[config.mk]
export PLATFORM = sky130hd
export DESIGN_NAME = target_field_engine
export DESIGN_NICKNAME = d
export VERILOG_FILES = /design/src/rtl/target_field_engine_pkg.sv /design/src/rtl/target_field_engine_lane.sv /design/src/rtl/target_field_engine.sv
export SDC_FILE = /design/constraint.sdc
export NUM_CORES = 1
export LEC_CHECK = 0
export CORE_MARGIN = 2
export CORE_UTILIZATION = 55
export DETAILED_ROUTE_END_ITERATION = 12
export DONT_BUFFER_PORTS = 1
export PLACE_DENSITY = 0.7
export SYNTH_ARGS = -nofsm -noshare
export SYNTH_HDL_FRONTEND = slang
export SYNTH_SLANG_ARGS = --single-unit
[constraint.sdc]
create_clock -name clk -period 4.5 [get_ports clk]
set_clock_uncertainty 0.1 [all_clocks]
set_input_delay 0.45 -clock clk [delete_from_list [all_inputs] [get_ports clk]]
set_output_delay 0.45 -clock clk [all_outputs]
set_load 0.01 [all_outputs]
[src/rtl/target_field_engine_pkg.sv]
// target_field_engine_pkg: shared state encoding and collision window helper
package target_field_engine_pkg;

    typedef enum logic [1:0] {
        ST_IDLE = 2'b00,
        ST_PLAY = 2'b01,
        ST_DONE = 2'b10
    } stateT;

    // Symmetric window test written so neither side can underflow.
    function automatic logic withinWin(input int a, input int b, input int half);
        return (a <= b + half) && (b <= a + half);
    endfunction

endpackage

[src/rtl/target_field_engine_lane.sv]
// target_lane: one target bouncing in its lane, with direction and hit flag
module target_lane
    import target_field_engine_pkg::*;
#(
    parameter int LANE     = 0,
    parameter int X_W      = 10,
    parameter int X_INIT   = 200,
    parameter int X_MIN    = 10,
    parameter int X_MAX    = 612,
    parameter int SPEED    = 2,
    parameter bit DIR_INIT = (LANE % 2) == 1
) (
    input  logic           clk,
    input  logic           reset,
    input  logic           tick,
    input  logic           run,
    input  logic           clear,
    input  logic           hitStrobe,
    output logic [X_W-1:0] x,
    output logic           hit
);

    localparam logic [X_W-1:0] INIT_X    = X_W'(X_INIT);
    localparam logic [X_W-1:0] LO        = X_W'(X_MIN);
    localparam logic [X_W-1:0] HI        = X_W'(X_MAX);
    localparam logic [X_W-1:0] RIGHT_TURN = X_W'(X_MAX - SPEED);
    localparam logic [X_W-1:0] LEFT_TURN  = X_W'(X_MIN + SPEED);
    localparam logic [X_W-1:0] STEP      = X_W'(SPEED);

    logic dir;

    // A strobed target latches its hit and skips this tick's motion.
    always_ff @(posedge clk or posedge reset)
        if (reset) begin
            x   <= INIT_X;
            dir <= DIR_INIT;
            hit <= 1'b0;
        end else if (tick) begin
            if (clear) begin
                x   <= INIT_X;
                dir <= DIR_INIT;
                hit <= 1'b0;
            end else if (hitStrobe)
                hit <= 1'b1;
            else if (run && !hit) begin
                if (!dir) begin
                    x   <= (x >= RIGHT_TURN) ? HI : x + STEP;
                    dir <= x >= RIGHT_TURN;
                end else begin
                    x   <= (x <= LEFT_TURN) ? LO : x - STEP;
                    dir <= !(x <= LEFT_TURN);
                end
            end
        end

endmodule

[src/rtl/target_field_engine.sv]
// target_field_engine: ship, bullet, target lanes, scoring and round FSM
module target_field_engine
    import target_field_engine_pkg::*;
#(
    parameter int N_TARGETS   = 2,
    parameter int X_W         = 10,
    parameter int X_MIN       = 10,
    parameter int X_MAX       = 612,
    parameter int LANE_Y0     = 250,
    parameter int LANE_PITCH  = 75,
    parameter int TGT_X0      = 200,
    parameter int TGT_XSTEP   = 150,
    parameter int TGT_SPEED   = 2,
    parameter int HALF_W      = 10,
    parameter int SHIP_X0     = 400,
    parameter int SHIP_MIN    = 30,
    parameter int SHIP_MAX    = 610,
    parameter int SHIP_STEP   = 5,
    parameter int BULLET_Y0   = 430,
    parameter int BULLET_STEP = 10,
    parameter int SCORE_W     = 8
) (
    input  logic                     clk,
    input  logic                     reset,
    input  logic                     tick,
    input  logic                     start,
    input  logic                     btn_left,
    input  logic                     btn_right,
    input  logic                     btn_fire,
    output logic [1:0]               state,
    output logic [X_W-1:0]           ship_x,
    output logic                     bullet_active,
    output logic [X_W-1:0]           bullet_x,
    output logic [X_W-1:0]           bullet_y,
    output logic [N_TARGETS*X_W-1:0] target_x,
    output logic [N_TARGETS-1:0]     target_hit,
    output logic                     all_hit,
    output logic [SCORE_W-1:0]       score,
    output logic [3:0]               round_cnt
);

    localparam logic [X_W-1:0] SHIP_INIT = X_W'(SHIP_X0);
    localparam logic [X_W-1:0] SHIP_LO   = X_W'(SHIP_MIN);
    localparam logic [X_W-1:0] SHIP_HI   = X_W'(SHIP_MAX);
    localparam logic [X_W-1:0] SHIP_LO_TURN = X_W'(SHIP_MIN + SHIP_STEP);
    localparam logic [X_W-1:0] SHIP_HI_TURN = X_W'(SHIP_MAX - SHIP_STEP);
    localparam logic [X_W-1:0] SSTEP     = X_W'(SHIP_STEP);
    localparam logic [X_W-1:0] B_Y0      = X_W'(BULLET_Y0);
    localparam logic [X_W-1:0] B_STEP    = X_W'(BULLET_STEP);

    stateT stateQ;
    logic [N_TARGETS-1:0] cand, hitStrobe, postHit;
    logic [X_W-1:0] shipNext;
    logic fireReq, play;

    assign state   = stateQ;
    assign play    = stateQ == ST_PLAY;
    assign all_hit = &target_hit;
    assign fireReq = btn_fire && !btn_left && !btn_right;

    genvar g;
    generate
        for (g = 0; g < N_TARGETS; g++) begin : gLane
            assign cand[g] = play && bullet_active && !target_hit[g]
                && withinWin(int'(bullet_x), int'(target_x[g*X_W +: X_W]), HALF_W)
                && withinWin(int'(bullet_y), int'(X_W'(LANE_Y0 - g*LANE_PITCH)), HALF_W);
            target_lane #(
                .LANE(g), .X_W(X_W), .X_INIT(TGT_X0 + g*TGT_XSTEP), .X_MIN(X_MIN),
                .X_MAX(X_MAX), .SPEED(TGT_SPEED), .DIR_INIT((g % 2) == 1)
            ) uLane (
                .clk(clk), .reset(reset), .tick(tick), .run(play),
                .clear(stateQ == ST_DONE && !start), .hitStrobe(hitStrobe[g]),
                .x(target_x[g*X_W +: X_W]), .hit(target_hit[g])
            );
        end
    endgenerate

    // Only the lowest-index overlapping target takes the bullet.
    assign hitStrobe = cand & (~cand + N_TARGETS'(1));
    assign postHit   = target_hit | hitStrobe;

    assign shipNext = (btn_right && !btn_left) ? ((ship_x >= SHIP_HI_TURN) ? SHIP_HI : ship_x + SSTEP)
                    : (btn_left && !btn_right) ? ((ship_x <= SHIP_LO_TURN) ? SHIP_LO : ship_x - SSTEP)
                    : ship_x;

    always_ff @(posedge clk or posedge reset)
        if (reset) begin
            stateQ        <= ST_IDLE;
            ship_x        <= SHIP_INIT;
            bullet_active <= 1'b0;
            bullet_x      <= '0;
            bullet_y      <= '0;
            score         <= '0;
            round_cnt     <= '0;
        end else if (tick) begin
            case (stateQ)
                ST_IDLE: if (start) stateQ <= ST_PLAY;
                ST_PLAY: begin
                    ship_x <= shipNext;
                    if (!bullet_active) begin
                        if (fireReq) begin
                            bullet_active <= 1'b1;
                            bullet_x      <= ship_x;
                            bullet_y      <= B_Y0;
                        end
                    end else if (|hitStrobe) begin
                        bullet_active <= 1'b0;
                        score         <= (&score) ? score : score + SCORE_W'(1);
                    end else if (bullet_y < B_STEP)
                        bullet_active <= 1'b0;
                    else
                        bullet_y <= bullet_y - B_STEP;
                    if (&postHit) begin
                        stateQ        <= ST_DONE;
                        bullet_active <= 1'b0;
                        round_cnt     <= round_cnt + 4'd1;
                    end
                end
                ST_DONE: if (!start) begin
                    stateQ        <= ST_IDLE;
                    ship_x        <= SHIP_INIT;
                    bullet_active <= 1'b0;
                    bullet_x      <= '0;
                    bullet_y      <= '0;
                end
                default: stateQ <= ST_IDLE;
            endcase
        end

endmodule
==> metrics.md <==
| Metric | Value |
|---|---|
| Status | finished, final reports clean |
| Max-Cap Viols | 0 |
| Post-synthesis mux area share | 0.01709 |
| CP max FO | 15 |
| Vias in the first global route | 5662 |
| Slew HR | 0.3092 |
| Simple-Gate Fraction of Synth Area | 0.2157 |
| Crit Path Category | reg2reg |
| Root Buffer | clkbuf_16 |
| R2R Path End | bullet_y[3] |
| Largest family of logic cells by synthesized area | compound AO/OA/AOI/OAI gates |
| Worst R2R Path Depth | 13 |
| Final wirelength | 17800 um |
| Top-area cell type share of the netlist area | 0.2131 |
| Largest net degree at the start of global routing | 67 |
| DRT Pass-1 Iters | 8 |
| EDFF count, synth | 0 |
| Class of the worst hold path | in2async |
| Least-Margin Pin Slew | 1029 ps |
| CTS tree | built |
| Die ar. | 12180 sq um |
| Ys async rst share | 1.000 |
| RSZ-0062 raised after global routing | no |
| Global Route Usage Sum | 0.2969 |
| Final worst setup slack | 204.6 ps |
| Die width | 110.4 um |
| Post-Syn Area | 6225 sq um |
| Critical path endpoint category | flop |
| Synth Warn # | 0 |
| Initial core utilization | 0.5692 |
| Avg Cell Area, Syn | 8.116 sq um |
| Netlist cell types | 86 |
| HPWL after detailed placement | 12910 um |
| CP max stage delay | 720 ps |
| Synth Area in Compound Gates | 0.2724 |
| Clock transition at the registers of the reported paths | 60 ps |
| Final hold violations | 0 |
| Placed inst area | 6281 sq um |
| Startpoint Class | flop |
| DRC | 0 |
| Place WS | 296.8 ps |
| Io pins | 75 |
| Crit-path slowest cell | dfstp_2 |
| Area grow syn2layout | 5.528% |
| Top FF cell, synth | dfrtp_1 |
| Diode count | 0 |
| Initial antenna violation count | 0 |
| Max-slew violations | 0 |
| Core Area | 10940 sq um |
| Routed len/inst | 20.07 um |
| Synth Register Bits | 66 |
| Synth Area in Adders | 0.08804 |
| Area leader, netlist | dfrtp_1 |
| Deepest clock path buffer count | 2 |
| DR iter-0 viols | 446 |
| Hold Buf Count CTS | 0 |
| Worst vdd rail ir drop | 360.9 uV |
| Period minus WS final | 4295 ps |
| Overflow after GRT | 0 |
| Leakage | 0.002707 uW |
| Power per cell area | 741.7 nW/um^2 |
| First-pass GRT wire length | 28380 um |
| Top post-synthesis cells by count | nand2_1, nor2_1, o21ai_0 |
| Site row count | 38 |
| Fin area | 6569 sq um |
| Post-Synth XOR/XNOR Area | 0.08000 |
| Crit path arrival time | 4440 ps |
| Vias | 5991 |
| Clock insertion delay at the later pin of the skew report | 340 ps |
| Dominant cells by area after synthesis | dfrtp_1, ha_1, dfstp_2 |
| Gp weighted congestion | 0.9214 |
| CTS H-tree depth | 3 |
| R2R setup slack | 200 ps |
| Routed Antenna Nets | 0 |
| Vias per cell | 6.754 |
| Maximum clock rate | 232.8 MHz |
| Chip Height | 110.4 um |
| Clock sink total | 66 |
| Setup TNS | 0 ps |
| Top-count cell post-synth | nand2_1 |
| Final nets | 792 |
| Num CTS Buffers | 9 |
| Cell count after synthesis | 767 |
| Filler cells | 996 |
| Final setup viols | 0 |
| Period Utilization, post-route | 0.9545 |
| Reg-to-Reg Start | gLane[0].uLane.x[3] |
| Share of cells above drive strength 1 | 0.09103 |
| Critical path required time | 4640 ps |
| PortBufs | 0 |
| CP cell instances | a21oi_1, nor2_1, nand3_1, xor2_1, ha_1, a2111oi_0, o21ai_0, o211ai_1, nor3b_2, a21boi_4, buf_4, o31ai_4, o221ai_1 |
| Post-synthesis sequential area ratio | 0.2679 |
## metrics by stage
stage	total power (uW)	hold slack, ps	util	instances
after floorplan	3465	408.4	-	769
after global placement	4055	433.1	0.5744	870
after detailed placement	4165	431.7	0.5744	870
after CTS	4833	174.2	0.5992	886
after global routing	5288	177.5	0.6007	887
final	4872	143.4	0.6007	887
## cell type report
type	instances	area, sq um	area share
multi-input combinational	618	4218	0.6421
sequential	66	1668	0.2539
clock buffer	16	271.5	0.04133
tap	140	175.2	0.02667
timing repair buffer	16	120.1	0.01829
inverter	31	116.4	0.01771
## logic make-up after synthesis
logic type               Yosys count
AO/OA/AOI/OAI                    237
XOR/XNOR                          52
adder cells (fa/ha/maj)           44
buffers and inverters             86
flip-flops                        66
multiplexers                      10
other                              1
AND/OR/NAND/NOR                  271
## registers in the layout (all words and copies together) (netlist names)
signal / cells
gLane.uLane.dir: 2
gLane.uLane.x: 18
bullet_x: 10
gLane.uLane.hit: 2
bullet_y: 9
round_cnt: 4
state: 2
ship_x: 10
score: 8
bullet_active: 1
## layer usage
metal / global-route usage / vias up / wire length [um]
li1: - / 2771 / -
met2: 0.4737 / 283 / 8497
met1: 0.3953 / 2891 / 7388
met3: 0.06526 / 46 / 1521
met5: 0 / - / 0
met4: 0.1098 / 0 / 394
## layout by cell type, fill, tap and decap left out, types with 23 or more instances in the layout
master,netlist,layout
a21oi_1,47,47
dfrtp_1,53,53
nand2_1,71,71
nand3_1,23,23
inv_1,31,30
o21ai_0,58,58
nor2_1,66,66
xnor2_1,35,35
nor3_1,28,28
ha_1,43,43
## worst max-delay path by stage
| stage | startpoint | to | slack [ps] |
|---|---|---|---|
| after global routing | gLane[0].uLane.x[3] | bullet_y[3] | 40 |
| after CTS | gLane[0].uLane.x[3] | bullet_y[3] | 190 |
| after floorplan | gLane[0].uLane.x[4] | bullet_y[7] | 710 |
| final | gLane[0].uLane.x[3] | bullet_y[3] | 200 |
| after global placement | gLane[0].uLane.x[3] | bullet_y[3] | 540 |
| after detailed placement | gLane[0].uLane.x[3] | bullet_y[3] | 300 |
## report_power, final
| part | total (uW) | switching (uW) | internal [uW] |
|---|---|---|---|
| combinational | 2750 | 1590 | 1160 |
| sequential | 1470 | 622 | 845 |
| clock | 656 | 251 | 404 |
## what timing repair did
item | in CTS | in global routing
gates resized for setup | 0 | 1
buffers inserted | 0 | 0
endpoints found under the setup margin | 0 | 9
## critical path, delay by kind of cell, from the launching register on
family,cells,cell delay (ps)
flip-flops,1,720
AND/OR/NAND/NOR,3,750
AO/OA/AOI/OAI,7,1870
adder cells (fa/ha/maj),1,340
XOR/XNOR,1,170
buffers and inverters,1,240
No activity file was read; power rests on OpenSTA's default activity.
